`config.mk`:
```
export PLATFORM = sky130hd
export DESIGN_NAME = mult_div_ctrl_flat
export DESIGN_NICKNAME = d
export VERILOG_FILES = /design/src/rtl/mult_div_pkg.sv /design/src/rtl/mult_div_ctrl_if.sv /design/src/rtl/mult_div_step.sv /design/src/rtl/mult_div_ctrl.sv /design/src/flat_wrapper.sv
export SDC_FILE = /design/constraint.sdc
export NUM_CORES = 1
export LEC_CHECK = 0
export ABC_AREA = 1
export BUFFER_PORTS_ARGS = -buffer_cell sky130_fd_sc_hd__buf_2
export CELL_PAD_IN_SITES_DETAIL_PLACEMENT = 2
export CELL_PAD_IN_SITES_GLOBAL_PLACEMENT = 2
export CORE_UTILIZATION = 37
export CTS_BUF_LIST = sky130_fd_sc_hd__clkbuf_8
export DETAILED_ROUTE_END_ITERATION = 8
export PLACE_DENSITY_LB_ADDON = 0.15
export SYNTH_ARGS = -nofsm -noshare
export SYNTH_HDL_FRONTEND = slang
export SYNTH_SLANG_ARGS = --single-unit
```
`constraint.sdc`:
```
create_clock -name clock -period 7.6 [get_ports clock]
set_clock_uncertainty 0.2 [all_clocks]
set_input_delay 1.52 -clock clock [delete_from_list [all_inputs] [get_ports clock]]
set_output_delay 1.52 -clock clock [all_outputs]
set_load 0.01 [all_outputs]
```
`src/rtl/mult_div_pkg.sv`:
```
// Shared types and constants for the iterative signed multiply/divide
// sequencer.
//   state_e   : sequencer FSM states
//   op_kind_e : operation latched at start (multiply or divide)
//   WIDTH_DEF : default operand width
package mult_div_pkg;

  localparam int unsigned WIDTH_DEF = 32;

  typedef enum logic [2:0] {
    IDLE,
    LOAD,
    ITER,
    FIX,
    DZERO
  } state_e;

  typedef enum logic {
    OP_MULT,
    OP_DIV
  } op_kind_e;

endpackage

```
`src/rtl/mult_div_ctrl_if.sv`:
```
// Request/result bundle between the main control FSM (master) and the
// multiply/divide sequencer (slave).
//   start_mult/start_div : one-cycle requests from the control FSM
//   op_a/op_b            : rs/rt operand values
//   hi_out/lo_out        : HI/LO registers
//   busy/done/div_zero   : status back to the control FSM
interface mult_div_ctrl_if
  import mult_div_pkg::*;
#(
  parameter int unsigned WIDTH = WIDTH_DEF
);

  logic             start_mult;
  logic             start_div;
  logic [WIDTH-1:0] op_a;
  logic [WIDTH-1:0] op_b;
  logic [WIDTH-1:0] hi_out;
  logic [WIDTH-1:0] lo_out;
  logic             busy;
  logic             done;
  logic             div_zero;

  modport master (
    output start_mult, start_div, op_a, op_b,
    input  hi_out, lo_out, busy, done, div_zero
  );

  modport slave (
    input  start_mult, start_div, op_a, op_b,
    output hi_out, lo_out, busy, done, div_zero
  );

endinterface

```
`src/rtl/mult_div_step.sv`:
```
// One combinational iteration of the unsigned multiply/divide datapath.
//   acc_i : 2*WIDTH accumulator
//           mult: {partial product, remaining multiplier bits}
//           div : {partial remainder, remaining dividend / quotient bits}
//   mag_i : multiplicand magnitude (mult) or divisor magnitude (div)
//   op_i  : selects shift-add (OP_MULT) or restoring shift-subtract (OP_DIV)
//   acc_o : accumulator after this iteration
module mult_div_step
  import mult_div_pkg::*;
#(
  parameter int unsigned WIDTH = WIDTH_DEF
) (
  input  logic [2*WIDTH-1:0] acc_i,
  input  logic [WIDTH-1:0]   mag_i,
  input  op_kind_e           op_i,
  output logic [2*WIDTH-1:0] acc_o
);

  logic [WIDTH-1:0] addend;
  logic [WIDTH:0]   sum;
  logic [WIDTH:0]   rem_ext;
  logic [WIDTH:0]   diff;

  always_comb begin
    // Multiply: add the multiplicand into the upper half when the current
    // multiplier LSB is set, then shift right keeping the carry.
    addend = acc_i[0] ? mag_i : '0;
    sum    = {1'b0, acc_i[2*WIDTH-1:WIDTH]} + {1'b0, addend};

    // Divide: shift left one bit into the remainder; the extra top bit keeps
    // the trial subtraction exact so the borrow decides the quotient bit.
    rem_ext = acc_i[2*WIDTH-1:WIDTH-1];
    diff    = rem_ext - {1'b0, mag_i};

    acc_o = acc_i;
    if (op_i == OP_MULT) begin
      acc_o = {sum, acc_i[WIDTH-1:1]};
    end else if (!diff[WIDTH]) begin
      acc_o = {diff[WIDTH-1:0], acc_i[WIDTH-2:0], 1'b1};
    end else begin
      acc_o = {rem_ext[WIDTH-1:0], acc_i[WIDTH-2:0], 1'b0};
    end
  end

endmodule

```
`src/rtl/mult_div_ctrl.sv`:
```
// Iterative signed multiply/divide sequencer with HI/LO registers.
//   clock : system clock, rising edge
//   reset : asynchronous active-low reset
//   bus   : mult_div_ctrl_if.slave
//           start_mult/start_div + op_a/op_b in; hi_out/lo_out, busy,
//           done (one-cycle), div_zero (one-cycle) out
// Latency: start sampled at edge t -> HI/LO and done at edge t+WIDTH+2;
// divide by zero reported at edge t+1 with HI/LO untouched.
module mult_div_ctrl
  import mult_div_pkg::*;
#(
  parameter int unsigned WIDTH = WIDTH_DEF
) (
  input logic            clock,
  input logic            reset,
  mult_div_ctrl_if.slave bus
);

  localparam int unsigned     CNT_W    = $clog2(WIDTH);
  localparam logic [CNT_W-1:0] CNT_LAST = CNT_W'(WIDTH - 1);

  state_e             state_q,    state_d;
  op_kind_e           op_q,       op_d;
  logic               sign_a_q,   sign_a_d;
  logic               sign_b_q,   sign_b_d;
  logic [WIDTH-1:0]   a_q,        a_d;
  logic [WIDTH-1:0]   b_q,        b_d;
  logic [WIDTH-1:0]   mag_q,      mag_d;
  logic [2*WIDTH-1:0] acc_q,      acc_d;
  logic [CNT_W-1:0]   cnt_q,      cnt_d;
  logic [WIDTH-1:0]   hi_q,       hi_d;
  logic [WIDTH-1:0]   lo_q,       lo_d;
  logic               busy_q,     busy_d;
  logic               done_q,     done_d;
  logic               div_zero_q, div_zero_d;

  logic [2*WIDTH-1:0] step_acc;
  logic [WIDTH-1:0]   mag_a;
  logic [WIDTH-1:0]   mag_b;
  logic               neg_res;
  logic [2*WIDTH-1:0] prod_fix;
  logic [WIDTH-1:0]   quo_fix;
  logic [WIDTH-1:0]   rem_fix;

  mult_div_step #(
    .WIDTH(WIDTH)
  ) u_step (
    .acc_i(acc_q),
    .mag_i(mag_q),
    .op_i (op_q),
    .acc_o(step_acc)
  );

  // Magnitudes and sign-corrected results. The magnitude of the most
  // negative value is 2^(WIDTH-1), which still fits as an unsigned WIDTH.
  always_comb begin
    mag_a    = sign_a_q ? -a_q : a_q;
    mag_b    = sign_b_q ? -b_q : b_q;
    neg_res  = sign_a_q ^ sign_b_q;
    prod_fix = neg_res ? -acc_q : acc_q;
    quo_fix  = neg_res ? -acc_q[WIDTH-1:0] : acc_q[WIDTH-1:0];
    rem_fix  = sign_a_q ? -acc_q[2*WIDTH-1:WIDTH] : acc_q[2*WIDTH-1:WIDTH];
  end

  always_comb begin
    state_d    = state_q;
    op_d       = op_q;
    sign_a_d   = sign_a_q;
    sign_b_d   = sign_b_q;
    a_d        = a_q;
    b_d        = b_q;
    mag_d      = mag_q;
    acc_d      = acc_q;
    cnt_d      = cnt_q;
    hi_d       = hi_q;
    lo_d       = lo_q;
    busy_d     = busy_q;
    done_d     = 1'b0;
    div_zero_d = 1'b0;

    case (state_q)
      // DZERO already reports busy=0, so it accepts a start like IDLE.
      IDLE, DZERO: begin
        state_d = IDLE;
        if (bus.start_mult || bus.start_div) begin
          op_d     = bus.start_mult ? OP_MULT : OP_DIV;
          a_d      = bus.op_a;
          b_d      = bus.op_b;
          sign_a_d = bus.op_a[WIDTH-1];
          sign_b_d = bus.op_b[WIDTH-1];
          busy_d   = 1'b1;
          state_d  = LOAD;
        end
      end
      LOAD: begin
        if (op_q == OP_DIV && b_q == '0) begin
          div_zero_d = 1'b1;
          busy_d     = 1'b0;
          state_d    = DZERO;
        end else begin
          // Lower half is seeded with the operand that gets consumed one bit
          // per step (multiplier or dividend); upper half starts at zero.
          acc_d   = {{WIDTH{1'b0}}, (op_q == OP_MULT) ? mag_b : mag_a};
          mag_d   = (op_q == OP_MULT) ? mag_a : mag_b;
          cnt_d   = '0;
          state_d = ITER;
        end
      end
      ITER: begin
        acc_d = step_acc;
        if (cnt_q == CNT_LAST) begin
          cnt_d   = '0;
          state_d = FIX;
        end else begin
          cnt_d = cnt_q + 1'b1;
        end
      end
      FIX: begin
        if (op_q == OP_MULT) begin
          hi_d = prod_fix[2*WIDTH-1:WIDTH];
          lo_d = prod_fix[WIDTH-1:0];
        end else begin
          hi_d = rem_fix;
          lo_d = quo_fix;
        end
        done_d  = 1'b1;
        busy_d  = 1'b0;
        state_d = IDLE;
      end
      default: begin
        busy_d  = 1'b0;
        state_d = IDLE;
      end
    endcase
  end

  always_ff @(posedge clock or negedge reset) begin
    if (!reset) begin
      state_q    <= IDLE;
      op_q       <= OP_MULT;
      sign_a_q   <= 1'b0;
      sign_b_q   <= 1'b0;
      a_q        <= '0;
      b_q        <= '0;
      mag_q      <= '0;
      acc_q      <= '0;
      cnt_q      <= '0;
      hi_q       <= '0;
      lo_q       <= '0;
      busy_q     <= 1'b0;
      done_q     <= 1'b0;
      div_zero_q <= 1'b0;
    end else begin
      state_q    <= state_d;
      op_q       <= op_d;
      sign_a_q   <= sign_a_d;
      sign_b_q   <= sign_b_d;
      a_q        <= a_d;
      b_q        <= b_d;
      mag_q      <= mag_d;
      acc_q      <= acc_d;
      cnt_q      <= cnt_d;
      hi_q       <= hi_d;
      lo_q       <= lo_d;
      busy_q     <= busy_d;
      done_q     <= done_d;
      div_zero_q <= div_zero_d;
    end
  end

  assign bus.hi_out   = hi_q;
  assign bus.lo_out   = lo_q;
  assign bus.busy     = busy_q;
  assign bus.done     = done_q;
  assign bus.div_zero = div_zero_q;

endmodule

```
`src/flat_wrapper.sv`:
```
// flat-port wrapper written by rule: the top's interface ports become plain ports
module mult_div_ctrl_flat import mult_div_pkg::*;
#(
  parameter int unsigned WIDTH = WIDTH_DEF
)
  (clock, reset, bus_start_mult, bus_start_div, bus_op_a, bus_op_b, bus_hi_out, bus_lo_out, bus_busy, bus_done, bus_div_zero);
  mult_div_ctrl_if #(.WIDTH(WIDTH)) bus_i ();
  input logic clock;
  input logic reset;
  input wire logic [$bits(bus_i.start_mult)-1:0] bus_start_mult;
  input wire logic [$bits(bus_i.start_div)-1:0] bus_start_div;
  input wire logic [$bits(bus_i.op_a)-1:0] bus_op_a;
  input wire logic [$bits(bus_i.op_b)-1:0] bus_op_b;
  output wire logic [$bits(bus_i.hi_out)-1:0] bus_hi_out;
  output wire logic [$bits(bus_i.lo_out)-1:0] bus_lo_out;
  output wire logic [$bits(bus_i.busy)-1:0] bus_busy;
  output wire logic [$bits(bus_i.done)-1:0] bus_done;
  output wire logic [$bits(bus_i.div_zero)-1:0] bus_div_zero;
  assign bus_i.start_mult = bus_start_mult;
  assign bus_i.start_div = bus_start_div;
  assign bus_i.op_a = bus_op_a;
  assign bus_i.op_b = bus_op_b;
  assign bus_hi_out = bus_i.hi_out;
  assign bus_lo_out = bus_i.lo_out;
  assign bus_busy = bus_i.busy;
  assign bus_done = bus_i.done;
  assign bus_div_zero = bus_i.div_zero;
  mult_div_ctrl #(.WIDTH(WIDTH)) u_core (.clock(clock), .reset(reset), .bus(bus_i));
endmodule
```
==> flow_summary.ini <==
[clocking]
ctsHoldBuffers = 0
cts_tree = yes
path_clk_slew_ps = 60
cts_buffer_depth = 3
htreeDepth = 2
cts_buffers = 48
insertion_delay_ps = 650
cts_root_buffer = clkbuf_8
cts_resized = 0
cts.sinks = 236
postCtsSetupBuffers = 0

[cells_and_area]
final_cell_mix = 1,044 x nand2_1, 442 x inv_1, 305 x nand3_1, 287 x nor2_1, 265 x o21ai_0
nets = 3442
instances_no_fill = 4024
diodes = 0
layout-drive-gt1-share_pct = 8.57
layout_commonest_cell = nand2_1
syn_to_final_growth_pct = 11.9

[worst_setup_path]
required_ps = 7870
critPathArrivalTime_ps = 4160
crit_type = reg2reg
crit_path_end_kind = flip-flop
cp_max_fo = 21
cp-start-kind = flip-flop

[die]
die_h_um = 233
die_w_um = 233
initial_core_util_pct = 37.6
io_pins = 135
die-area_sq_um = 54400
coreArea_sq_um = 52700
num_rows = 84

[synth]
synth_cells = 3203
synth.avg_cell_area_sq_um = 6.18
yosysWarningCount = 0
syn_nets = 3343
ys_ff_latch = 236
ys.flop_type = dfrtp_1
synth_top_area_share_pct = 29.8
synth_area_leader_cell = dfrtp_1
yosysSeqAreaShare_pct = 29.8
synth_cell_type_count = 46
ys_async_sr_fraction_pct = 100
synth-edff-count = 0
synth.top_cells.by_area = dfrtp_1 30%, nand2_1 20%, inv_1 8.2%, nand3_1 7.7%, o21ai_0 6.7%
synth_area_sq_um = 19800

[global_route]
grt_usage_pct = 35.1
grt_max_degree = 157
grt-ovfl-total = 0
grt_pass1_wl_mm = 145
grt_pass1_vias = 24289
antenna_found_initial = 1

[detailed_routing]
drc_errors = 0
vias = 22534
first_pass_iters = 5
antenna_left = 0
via_per_inst = 5.60
wl_per_cell_um = 23.8
wirelength_mm = 95.6
drtIter0Drc = 1286

[timing]
final-setup-viol-count = 0
finalHoldViolations = 0
final-max-slew-violation-count = 0
fmax_ghz = 0.257
slew_headroom_pct = 14.1
rsz0062_at_grt = no
period_share_pct = 51.1
finalWorstSetupSlack_ps = 3710
final.setup.tns_ps = 0
min_period_ps = 3890
worst_pin_slew_ps = 1290

[outcome]
status = completed

[placed_design]
routabilityCongestion = 0.957
dpl_worst_slack_ps = 3430
dp_hpwl_mm = 74.7
dp.cells = 3940
portBuffers = 134

[min_path]
hold_class = reg2reg

[flow_run]
drv_cap = 0
[sequential cells by signal (all words and copies together) (netlist names)]
signal,count
u_core.a_q,32
u_core.bus.hi_out,32
u_core.acc_q,64
u_core.bus.done,1
u_core.bus.div_zero,1
u_core.state_q,3
u_core.cnt_q,5
u_core.bus.lo_out,32
u_core.bus.busy,1
u_core.mag_q,32
u_core.op_q,1
u_core.b_q,32
[cell usage after synthesis, types with 2 or more instances]
cell type     n
o21bai_1     10
nand3_1     305
nor2_2        7
nand3_2       2
clkbuf_1     69
o21ai_1      11
a21o_1        3
buf_4         5
a21boi_0      2
o21ai_0     265
dfrtp_1     236
nor3_2        3
buf_6         2
a21oi_1     137
a31oi_1       8
o211ai_1     19
xnor2_1      10
a22o_1        2
fa_1          2
a21oi_2       2
nor3_1       34
nand2_1    1044
or2_2        12
o31ai_1       2
buf_1        20
ha_1         70
xor2_1       88
inv_2         2
nand4_1      44
buf_2        17
nor2_4        2
nor2_1      287
inv_1       430
nand2_2       9
nand3b_1     17
nor4_1        8
o211ai_2      8
[path summary, 6_finish.rpt]
kind	from	end	slack, ps	cells after the start
max in group asynchronous	reset	u_core.op_q	5010	2
worst min-delay path	u_core.bus.hi_out[21]	u_core.bus.hi_out[21]	280	2
worst min register to register	u_core.bus.hi_out[21]	u_core.bus.hi_out[21]	280	2
worst max register to register	u_core.b_q[0]	u_core.acc_q[5]	3710	11
min in group asynchronous	reset	u_core.bus.hi_out[31]	640	1
worst max-delay path	u_core.b_q[0]	u_core.acc_q[5]	3710	11
[per-stage QoR]
step,instance area (sq um),hold slack (ps),util (%)
after floorplan,19800,271,-
after global placement,21100,259,40.1
after detailed placement,21100,268,40.1
after CTS,22100,284,42.0
after global routing,22100,313,42.0
final,22100,279,42.0
[final cells by class]
cell class              count  area [sq um]
repair buffers            162           903
well taps                 688           861
flip-flops and latches    236          5910
clock inverters            30           293
multi-input cells        2422         11800
inverters                 432          1620
fillers                  6725         30500
clock buffers              54           743
[critical path: stages, from the launching register on]
cell	delay, ps
dfrtp_1	380
inv_1	150
ha_1	250
nand4_2	220
nor2_4	240
nand2_2	100
nor4_4	250
nand2_1	100
nand2_1	440
nand2_1	890
nand2_1	340
o211ai_2	130
[metal layers]
| layer | global-route usage (%) | wire [um] |
|---|---|---|
| met5 | 0 | 11 |
| met4 | 16.5 | 4610 |
| met3 | 3.83 | 3850 |
| met2 | 58.8 | 45100 |
| met1 | 45.1 | 42000 |
[kinds of logic (layout without fill, tap and decap cells)]
kind of cell | after synthesis | after routing | share of synthesized area (%)
buffers and inverters | 545 | 678 | 10.6
xor gates and xnor gates | 99 | 99 | 4.42
AOI/OAI and AO/OA | 473 | 473 | 12.9
adders and majority gates | 72 | 72 | 4.63
DFF | 236 | 236 | 29.8
muxes | 1 | 1 | 0.0506
and+or+nand+nor | 1777 | 1777 | 37.6
Power is left out: the tool's default activity adds up to more than one toggle a clock period on the data nets, which glitch-free logic cannot reach.
